### src/rtl/stopwatch_dp_if.sv
// Signal bundle between the stopwatch control FSM (master) and the stopwatch datapath (slave).
// The i_btn_lap signal exists only when STOPWATCH_LAP_EN is defined.
interface stopwatch_dp_if;
    logic       i_run;
    logic       i_clear;
`ifdef STOPWATCH_LAP_EN
    logic       i_btn_lap;
`endif
    logic [6:0] o_msec;
    logic [5:0] o_sec;
    logic [5:0] o_min;
    logic [4:0] o_hour;
    logic       o_tick;

`ifdef STOPWATCH_LAP_EN
    modport master (
        output i_run, i_clear, i_btn_lap,
        input  o_msec, o_sec, o_min, o_hour, o_tick
    );
    modport slave (
        input  i_run, i_clear, i_btn_lap,
        output o_msec, o_sec, o_min, o_hour, o_tick
    );
`else
    modport master (
        output i_run, i_clear,
        input  o_msec, o_sec, o_min, o_hour, o_tick
    );
    modport slave (
        input  i_run, i_clear,
        output o_msec, o_sec, o_min, o_hour, o_tick
    );
`endif
endinterface

### src/rtl/stopwatch_dp.sv
// Stopwatch datapath: pausable clock divider producing a TICK_HZ time base feeding an
// hh:mm:ss.cc counter chain. Optional lap freeze of the display via STOPWATCH_LAP_EN.
module stopwatch_dp #(
    parameter int CLK_HZ  = 100_000_000,
    parameter int TICK_HZ = 100
) (
    input logic           clk,
    input logic           reset,
    stopwatch_dp_if.slave sw
);
    localparam int DIV   = CLK_HZ / TICK_HZ;
    localparam int DIV_W = (DIV > 1) ? $clog2(DIV) : 1;
    localparam logic [DIV_W-1:0] DIV_LAST = DIV_W'(DIV - 1);

    logic [DIV_W-1:0] div_cnt_reg, div_cnt_next;
    logic [6:0]       msec_reg, msec_next;
    logic [5:0]       sec_reg, sec_next;
    logic [5:0]       min_reg, min_next;
    logic [4:0]       hour_reg, hour_next;
    logic             tick_reg;
    logic             tick;
    logic             msec_wrap, sec_wrap, min_wrap, hour_wrap;

    // Divider holds its phase while paused so a resume continues the partial period.
    always_comb begin
        tick         = sw.i_run & ~sw.i_clear & (div_cnt_reg == DIV_LAST);
        div_cnt_next = div_cnt_reg;
        if (sw.i_clear) begin
            div_cnt_next = '0;
        end else if (sw.i_run) begin
            if (div_cnt_reg == DIV_LAST) begin
                div_cnt_next = '0;
            end else begin
                div_cnt_next = div_cnt_reg + 1'b1;
            end
        end
    end

    // Full carry chain resolves combinationally so every rollover lands on a single edge.
    always_comb begin
        msec_wrap = (msec_reg == 7'd99);
        sec_wrap  = (sec_reg  == 6'd59);
        min_wrap  = (min_reg  == 6'd59);
        hour_wrap = (hour_reg == 5'd23);
        msec_next = msec_reg;
        sec_next  = sec_reg;
        min_next  = min_reg;
        hour_next = hour_reg;
        if (sw.i_clear) begin
            msec_next = '0;
            sec_next  = '0;
            min_next  = '0;
            hour_next = '0;
        end else if (tick) begin
            msec_next = msec_wrap ? 7'd0 : msec_reg + 7'd1;
            if (msec_wrap) begin
                sec_next = sec_wrap ? 6'd0 : sec_reg + 6'd1;
                if (sec_wrap) begin
                    min_next = min_wrap ? 6'd0 : min_reg + 6'd1;
                    if (min_wrap) begin
                        hour_next = hour_wrap ? 5'd0 : hour_reg + 5'd1;
                    end
                end
            end
        end
    end

    always_ff @(posedge clk or posedge reset) begin
        if (reset) begin
            div_cnt_reg <= '0;
            msec_reg    <= '0;
            sec_reg     <= '0;
            min_reg     <= '0;
            hour_reg    <= '0;
            tick_reg    <= 1'b0;
        end else begin
            div_cnt_reg <= div_cnt_next;
            msec_reg    <= msec_next;
            sec_reg     <= sec_next;
            min_reg     <= min_next;
            hour_reg    <= hour_next;
            tick_reg    <= tick;
        end
    end

    assign sw.o_tick = tick_reg;

`ifdef STOPWATCH_LAP_EN
    logic       lap_hold_reg, lap_hold_next;
    logic [6:0] snap_msec_reg, snap_msec_next;
    logic [5:0] snap_sec_reg, snap_sec_next;
    logic [5:0] snap_min_reg, snap_min_next;
    logic [4:0] snap_hour_reg, snap_hour_next;
    logic [6:0] disp_msec_reg;
    logic [5:0] disp_sec_reg;
    logic [5:0] disp_min_reg;
    logic [4:0] disp_hour_reg;

    // Snapshot takes the values currently on display (pre-tick), matching what the user saw.
    always_comb begin
        lap_hold_next  = lap_hold_reg;
        snap_msec_next = snap_msec_reg;
        snap_sec_next  = snap_sec_reg;
        snap_min_next  = snap_min_reg;
        snap_hour_next = snap_hour_reg;
        if (sw.i_clear) begin
            lap_hold_next  = 1'b0;
            snap_msec_next = '0;
            snap_sec_next  = '0;
            snap_min_next  = '0;
            snap_hour_next = '0;
        end else if (sw.i_btn_lap) begin
            if (lap_hold_reg) begin
                lap_hold_next = 1'b0;
            end else if (sw.i_run) begin
                lap_hold_next  = 1'b1;
                snap_msec_next = msec_reg;
                snap_sec_next  = sec_reg;
                snap_min_next  = min_reg;
                snap_hour_next = hour_reg;
            end
        end
    end

    always_ff @(posedge clk or posedge reset) begin
        if (reset) begin
            lap_hold_reg  <= 1'b0;
            snap_msec_reg <= '0;
            snap_sec_reg  <= '0;
            snap_min_reg  <= '0;
            snap_hour_reg <= '0;
            disp_msec_reg <= '0;
            disp_sec_reg  <= '0;
            disp_min_reg  <= '0;
            disp_hour_reg <= '0;
        end else begin
            lap_hold_reg  <= lap_hold_next;
            snap_msec_reg <= snap_msec_next;
            snap_sec_reg  <= snap_sec_next;
            snap_min_reg  <= snap_min_next;
            snap_hour_reg <= snap_hour_next;
            disp_msec_reg <= lap_hold_next ? snap_msec_next : msec_next;
            disp_sec_reg  <= lap_hold_next ? snap_sec_next  : sec_next;
            disp_min_reg  <= lap_hold_next ? snap_min_next  : min_next;
            disp_hour_reg <= lap_hold_next ? snap_hour_next : hour_next;
        end
    end

    assign sw.o_msec = disp_msec_reg;
    assign sw.o_sec  = disp_sec_reg;
    assign sw.o_min  = disp_min_reg;
    assign sw.o_hour = disp_hour_reg;
`else
    assign sw.o_msec = msec_reg;
    assign sw.o_sec  = sec_reg;
    assign sw.o_min  = min_reg;
    assign sw.o_hour = hour_reg;
`endif
endmodule

### src/flat_wrapper.sv
// flat-port wrapper written by rule: the top's interface ports become plain ports
module stopwatch_dp_flat 
#(
    parameter int CLK_HZ  = 100_000_000,
    parameter int TICK_HZ = 100
)
  (clk, reset, sw_i_run, sw_i_clear, sw_o_msec, sw_o_sec, sw_o_min, sw_o_hour, sw_o_tick);
  stopwatch_dp_if sw_i ();
  input logic clk;
  input logic reset;
  input wire logic [$bits(sw_i.i_run)-1:0] sw_i_run;
  input wire logic [$bits(sw_i.i_clear)-1:0] sw_i_clear;
  output wire logic [$bits(sw_i.o_msec)-1:0] sw_o_msec;
  output wire logic [$bits(sw_i.o_sec)-1:0] sw_o_sec;
  output wire logic [$bits(sw_i.o_min)-1:0] sw_o_min;
  output wire logic [$bits(sw_i.o_hour)-1:0] sw_o_hour;
  output wire logic [$bits(sw_i.o_tick)-1:0] sw_o_tick;
  assign sw_i.i_run = sw_i_run;
  assign sw_i.i_clear = sw_i_clear;
  assign sw_o_msec = sw_i.o_msec;
  assign sw_o_sec = sw_i.o_sec;
  assign sw_o_min = sw_i.o_min;
  assign sw_o_hour = sw_i.o_hour;
  assign sw_o_tick = sw_i.o_tick;
  stopwatch_dp #(.CLK_HZ(CLK_HZ), .TICK_HZ(TICK_HZ)) u_core (.clk(clk), .reset(reset), .sw(sw_i));
endmodule
### config.mk
export PLATFORM = sky130hd
export DESIGN_NAME = stopwatch_dp_flat
export DESIGN_NICKNAME = d
export VERILOG_FILES = /design/src/rtl/stopwatch_dp_if.sv /design/src/rtl/stopwatch_dp.sv /design/src/flat_wrapper.sv
export SDC_FILE = /design/constraint.sdc
export NUM_CORES = 1
export LEC_CHECK = 0
export BUFFER_PORTS_ARGS = -buffer_cell sky130_fd_sc_hd__buf_4
export CAP_MARGIN = 25
export CORE_ASPECT_RATIO = 1.5
export CORE_UTILIZATION = 35
export CTS_CLUSTER_DIAMETER = 40
export DETAILED_ROUTE_END_ITERATION = 8
export GPL_TIMING_DRIVEN = 0
export SYNTH_ARGS = -nofsm -noshare
export SYNTH_HDL_FRONTEND = slang
export SYNTH_SLANG_ARGS = --single-unit
### constraint.sdc
create_clock -name clk -period 2.3 [get_ports clk]
set_clock_uncertainty 0.1 [all_clocks]
set_input_delay 0 -clock clk [delete_from_list [all_inputs] [get_ports clk]]
set_output_delay 0 -clock clk [all_outputs]
set_load 0.05 [all_outputs]
After elaboration in Yosys (flattened, before gate mapping) --
Cells that the tools add are included.
Storage, ports and cells: bits in registers 45, input port bits 4, word-level logic and storage cells 48
Cells by class: add/sub/neg operators 5, eq/ne operators 5, multiplexer cells 21, bitwise logic cells 3, reduce and logical (&&, ||, !) cells 8
Operator list (number):
- 2-to-1 mux 20 bit | 3
- 2-to-1 mux 6 bit | 9
- 2-to-1 mux 5 bit | 6
- 2-to-1 mux 7 bit | 3
- adder 20 x 1 -> 20 bit (second input constant) | 1
- == test 20 bit (second input constant) | 1
- adder 6 x 1 -> 6 bit (second input constant) | 2
- == test 6 bit (second input constant) | 2
- nonzero test 2 bit | 5
- adder 7 x 1 -> 7 bit (second input constant) | 1
- == test 7 bit (second input constant) | 1
- adder 5 x 1 -> 5 bit (second input constant) | 1
- == test 5 bit (second input constant) | 1
- AND reduction 4 bit | 1
- AND reduction 3 bit | 1
- bitwise AND 1 bit | 2
- AND reduction 2 bit | 1
- inverter 1 bit | 1

Logic depth before layout (Yosys ltp) --
Gate-level depths: netlist of run 1.
depth after elaboration 7, depth in mapped cells 7, depth with buffers taken out 5

Worst setup path after synthesis of run 1 --
OpenSTA, ideal clock, no wires.
path kind reg-to-reg, start point register u_core.sec_reg[0] (netlist: u_core.sw.o_sec[0]), end point register u_core.min_reg[3] (netlist: u_core.sw.o_min[3]), library setup time 0.101 ns, arrival 2.144 ns, required time 2.099 ns, path slack -0.045 ns, cell stages (with the launch flop) 7, buffers on the path 1, cell sequence dfrtp_1 > ha_1 > and4b_1 > clkbuf_2 > nand4_1 > or4b_4 > o32ai_1
Between the ends: longest elaborated chain between the ends 3
Ends and longest elaborated chain:
- from (decl) | RTL line stopwatch_dp.sv:17 | logic [5:0] sec_reg, sec_next;
- from (signal assigned) | RTL line stopwatch_dp.sv:79 | sec_reg <= sec_next;
- == test 6 bit | RTL line stopwatch_dp.sv:42 | sec_wrap = (sec_reg == 6'd59);
- nonzero test 2 bit (no line)
- AND reduction 3 bit (no line)
- to (signal assigned) | RTL line stopwatch_dp.sv:80 | min_reg <= min_next;
- to (decl) | RTL line stopwatch_dp.sv:18 | logic [5:0] min_reg, min_next;
No other way between the ends. A chain may end at the register's enable or synchronous reset.

Worst setup path after layout of run 1 --
start point register u_core.sec_reg[0] (netlist: u_core.sw.o_sec[0]), end point register u_core.min_reg[4] (netlist: u_core.sw.o_min[4])
The elaborated chain is that of the path after synthesis.

==> results of run 1 <==
-- logic make-up after synthesis --
kind of cell | after synthesis | share of synthesized area
simple gates | 153 | 0.326
xor+xnor | 1 | 0.00320
fa+ha+maj | 5 | 0.0229
flops | 45 | 0.412
compound gates | 70 | 0.180
mux | 5 | 0.0192
buf+inv | 25 | 0.0366
-- final cells by class --
cell class / instances / area [sq um] / share of cell area
inverter: 7 / 26.3 / 0.00791
buffer: 18 / 81.3 / 0.0245
multi-input combinational: 234 / 1530 / 0.460
sequential: 45 / 1130 / 0.340
timing repair buffer: 36 / 288 / 0.0867
tap: 102 / 128 / 0.0384
clock buffer: 7 / 143 / 0.0430
-- timing repair --
action | in CTS | in global routing
endpoints found under the setup margin | 21 | 24
pin swaps | 0 | 1
gates resized for setup | 3 | 13
hold endpoints to repair | 46 | 0
hold buffers | 2 | 0
setup buffers | 0 | 5
-- final timing paths --
check                                   startpoint                endpoint  depth (start not counted)
worst max-delay path            u_core.sw.o_sec[0]      u_core.sw.o_min[4]                          6
worst min-delay path                    sw_i_clear     u_core.sw.o_msec[1]                          3
worst max register to register  u_core.sw.o_sec[0]      u_core.sw.o_min[4]                          6
worst min register to register  u_core.sw.o_min[4]      u_core.sw.o_min[4]                          1
max in group asynchronous                    reset      u_core.sw.o_sec[1]                          4
min in group asynchronous                    reset  u_core.div_cnt_reg[13]                          3
-- where the power goes --
part	switching, W	total (W)	internal, W
clock network	0.000304	0.000731	0.000428
registers	0.00000470	0.000799	0.000794
logic	0.0000544	0.0000731	0.0000188
-- Yosys cell counts (all sizes together), types with 2 or more instances --
master and count:
a2111oi 2, a211o 2, a21oi 11, a311oi 2
a32o 2, a41oi 2, and2 5, and3 3
and4 9, and4bb 2, buf 4, clkbuf 14
dfrtp 45, ha 5, inv 7, mux2 2
mux2i 3, nand2 41, nand2b 3, nand3 28
nand3b 2, nand4 14, nand4b 2, nor2 12
nor2b 3, nor3 4, nor4 4, o211ai 9
o21ai 17, o311a 3, o311ai 2, o31ai 6
o32ai 3, o41ai 2, or3 8, or4 8
or4b 2
-- routing by layer --
| layer | GRT usage | vias up |
|---|---|---|
| li1 | - | 1260 |
| met1 | 0.234 | 1317 |
| met2 | 0.371 | 99 |
| met3 | 0.0391 | 12 |
| met4 | 0.103 | 0 |
| met5 | 0 | - |
-- critical path, stage by stage, from the launching register on --
cell and delay, ns:
dfrtp_2 0.40, ha_1 0.19, and4b_1 0.21, clkbuf_2 0.19, nand4_1 0.16, or4b_4 0.56, o32ai_1 0.28
-- through the flow --
step | hold WS (ns) | util | worst slack, ns
finish | 0.0439 | 0.436 | 0.116
global route | 0.0617 | 0.436 | 0.000608
CTS | 0.0445 | 0.429 | 0.0156
detailed placement | -0.157 | 0.406 | -0.131
global placement | 0.255 | 0.404 | -0.108
floorplan | 0.102 | - | 0.0747
==> flow_summary.json, run 1 <==
{
  "final_cells": 449,
  "layout.nets": 356,
  "crit_arrival_ns": 2.27,
  "max_freq_mhz": 458,
  "yosys_warnings": 0,
  "clockRootBuffer": "clkbuf_16",
  "port_buffers": 28,
  "tns_ns": 0,
  "cts_tree": "done",
  "finalPower_w": 0.00160,
  "synth.area.top_cells": "dfrtp_1, nand2_1, nand3_1, o21ai_0, nand4_1",
  "crit_path_start_kind": "register",
  "mostFrequentLayoutCells": "dfrtp_1, nand2_1, buf_4",
  "synth_seq_area_share": 0.412,
  "grt_pass1_vias": 2662,
  "path_max_fanout": 8,
  "dpl.hpwl_um": 5430,
  "start_util": 0.359,
  "syn_nets": 313,
  "status": "complete, no violations",
  "placed_cell_area_sq_um": 3090,
  "timing_hold_violations_final": 0,
  "crit_type": "reg2reg",
  "clock_latency_ns": 0.29,
  "die_h_um": 110,
  "maxSlewHeadroom": 0.637,
  "synthCells": 304,
  "syn2layout_area_growth_pct": 21.5,
  "syn-cell-area_sq_um": 2730,
  "hp-class": "in2reg",
  "drv_slew": 0,
  "numCtsBuffers": 5,
  "p_leak_nw": 1.33,
  "num_vias": 2688,
  "timing.final.crit_share": 0.950,
  "avgSynthCellArea_sq_um": 8.99,
  "p_per_area_nw_per_um2": 483,
  "ctsHtreeMaxLevel": 2,
  "min_period_ns": 2.18,
  "antenna_found_initial": 0,
  "final.fill_count": 786,
  "top_layer": "met4",
  "drive_gt1_frac": 0.187,
  "rows": 39,
  "met2WireLength_um": 4060,
  "r2r_setup_slack_ns": 0.12,
  "ys.flop_type": "dfrtp_1",
  "drt-met1-wl_um": 3170,
  "pin_count": 29,
  "setup_violations": 0,
  "grt.total_usage": 0.209,
  "grt_setup_unrepaired": "no",
  "ys_seq_elements": 45,
  "worstMarginPinSlew_ns": 0.545,
  "async_flop_share": 1.00,
  "dp.cells": 435,
  "vias_per_cell": 5.99,
  "end_kind": "register",
  "die_area_sq_um": 8180,
  "fp.coreArea_sq_um": 7610,
  "synth_top_cell_by_area": "dfrtp_1",
  "clock_path_buffers": 2,
  "synthDistinctLibCells": 52,
  "final_common_cell": "dfrtp_1",
  "max-cap-violations": 0,
  "dr.pass1.iters": 5,
  "worstPathRequired_ns": 2.39,
  "drc": 0,
  "grt_first_pass_wirelength_um": 13000,
  "grt-ovfl-total": 0,
  "n_antenna_cell": 0,
  "wl_per_cell_um": 17.2,
  "die_x_um": 74.2,
  "peakVddDrop_v": 0.000429,
  "finalWeightedCongestion": 0.842,
  "cts.sinks": 45,
  "clk_pin_slew_ns": 0.06,
  "drt_iter0_drc": 199,
  "design_area_sq_um": 3320,
  "grt_max_degree": 38,
  "ant_nets": 0,
  "synth.top_cell.area_share": 0.412,
  "routed_wirelength_um": 7730,
  "largest_reg_flops": 20,
  "route.met3.wl_um": 333,
  "synth_edf_count": 0
}
Power figures use the tool's default switching activity.
==> run 2: changes to the inputs <==
--- a/constraint.sdc
+++ b/constraint.sdc
@@ -4,2 +4,2 @@
 set_output_delay 0 -clock clk [all_outputs]
-set_load 0.05 [all_outputs]
+set_load 0.005 [all_outputs]
==> flow_summary.json, run 2 (synthesized netlist as in run 1, its figures left out) <==
{
  "ctsHtreeMaxLevel": 2,
  "largest_reg_flops": 20,
  "min_period_ns": 2.18,
  "num_vias": 2675,
  "status": "complete, no violations",
  "layout.nets": 357,
  "max-cap-violations": 0,
  "r2r_start": "u_core.div_cnt_reg[12]",
  "ant_nets": 0,
  "startpoint": "u_core.div_cnt_reg[12]",
  "clk_pin_slew_ns": 0.07,
  "setup_violations": 0,
  "pre_cts_ws_ns": -0.0944,
  "crit_type": "reg2reg",
  "hold_ws_ns": 0.0377,
  "die_area_sq_um": 8180,
  "final.setup.worst_slack_ns": 0.115,
  "vias_per_cell": 5.93,
  "end_kind": "register",
  "r2r_setup_slack_ns": 0.12,
  "multi_input_area_sq_um": 1530,
  "dr.pass1.iters": 4,
  "drv_slew": 0,
  "rows": 39,
  "grt_first_pass_wirelength_um": 12900,
  "pin_count": 29,
  "start_util": 0.359,
  "max_freq_mhz": 458,
  "clock_latency_ns": 0.29,
  "dpl.hpwl_um": 5520,
  "worstPathRequired_ns": 2.37,
  "crit_arrival_ns": 2.25,
  "cts.sinks": 45,
  "crit_chain": "nor4_4 > nand4_4 > buf_2 > buf_2 > nor4_1 > o32ai_1",
  "maxSlewHeadroom": 0.630,
  "mostFrequentLayoutCells": "dfrtp_1, nand2_1, buf_4",
  "worstMarginPinSlew_ns": 0.555,
  "finalPower_w": 0.00174,
  "fp.coreArea_sq_um": 7610,
  "timing.final.crit_share": 0.950,
  "numCtsBuffers": 5,
  "drt_iter0_drc": 200,
  "routed_wirelength_um": 7850,
  "cts_tree": "done",
  "port_buffers": 28,
  "regArea_sq_um": 1130,
  "n_antenna_cell": 0,
  "postLayoutCoreUtil": 0.442,
  "wl_per_cell_um": 17.4,
  "syn2layout_area_growth_pct": 23.0,
  "slowest_delay_ns": 0.48,
  "grt.total_usage": 0.208,
  "peakVddDrop_v": 0.000317,
  "clock_path_buffers": 2,
  "p_per_area_nw_per_um2": 519,
  "die_h_um": 110,
  "drc": 0,
  "finalWeightedCongestion": 0.875,
  "final_common_cell": "dfrtp_1",
  "crit_path_start_kind": "register",
  "hp-class": "in2async",
  "grt_pass1_vias": 2606,
  "grt_max_degree": 41,
  "tns_ns": 0,
  "drive_gt1_frac": 0.192,
  "antenna_found_initial": 0,
  "clockRootBuffer": "clkbuf_16",
  "final.fill_count": 798,
  "timing_hold_violations_final": 0,
  "path_max_fanout": 10,
  "cpMaxStageDelayCell": "dfrtp_1",
  "p_leak_nw": 1.35,
  "grt-ovfl-total": 0,
  "die_x_um": 74.2,
  "cp_common_cell": "buf_2"
}
## run 2: cell types whose count changed in the layout (fill, tap and decap cells not counted), sizes merged
cell	before	now
buf	39	41
clkbuf	20	18
bufinv	0	1
clkinvlp	0	1
## run 2: stage by stage
step | instances | area [sq um]
after detailed placement | 435 | 3090
after global placement | 434 | 3070
final | 451 | 3360
after global routing | 451 | 3360
after CTS | 445 | 3300
after floorplan | 304 | 2730
## run 2: report_power, final
| group | total, W | switching (W) | internal (W) |
|---|---|---|---|
| Sequential | 0.000799 | 0.00000455 | 0.000794 |
| Clock | 0.000874 | 0.000331 | 0.000543 |
| Combinational | 0.0000716 | 0.0000534 | 0.0000182 |
## run 2: area by class of cell
cell class	instances	share of cell area
plain buffers	18	0.0234
clock buffers	6	0.0413
clock inverters	2	0.0112
inverters	7	0.00781
multi-input cells	234	0.456
flip-flops and latches	45	0.335
well taps	102	0.0379
repair buffers	37	0.0878
## run 2: what timing repair did
item,4_1_cts,5_1_grt
endpoints found under the hold margin,46,0
gates resized for setup,4,10
setup endpoints to repair,10,26
pin swaps,0,2
buffers inserted,0,6
hold buffers,2,0
## run 2: path summary, 6_finish.rpt
check	to	cells after the start
min	u_core.sw.o_tick	3
max	u_core.sw.o_min[2]	6
max in group asynchronous	u_core.div_cnt_reg[1]	4
min reg2reg	u_core.sw.o_min[0]	1
min in group clk	u_core.sw.o_msec[1]	3
max reg2reg	u_core.sw.o_min[2]	6
## run 2: layer usage
metal / track usage / wire length (um) / part of all wire / vias to the layer above
li1: - / - / - / 1264
met1: 0.239 / 3280 / 0.42 / 1314
met2: 0.366 / 4080 / 0.52 / 75
met3: 0.0336 / 267 / 0.034 / 22
met4: 0.102 / 224 / 0.029 / 0
met5: 0 / 0 / 0 / -
## run 2: worst max-delay path, delay by kind of cell (launching register included)
kind | cells | cell delay, ns
buf+inv | 2 | 0.47
compound gates | 1 | 0.13
flops | 1 | 0.48
simple gates | 3 | 0.87
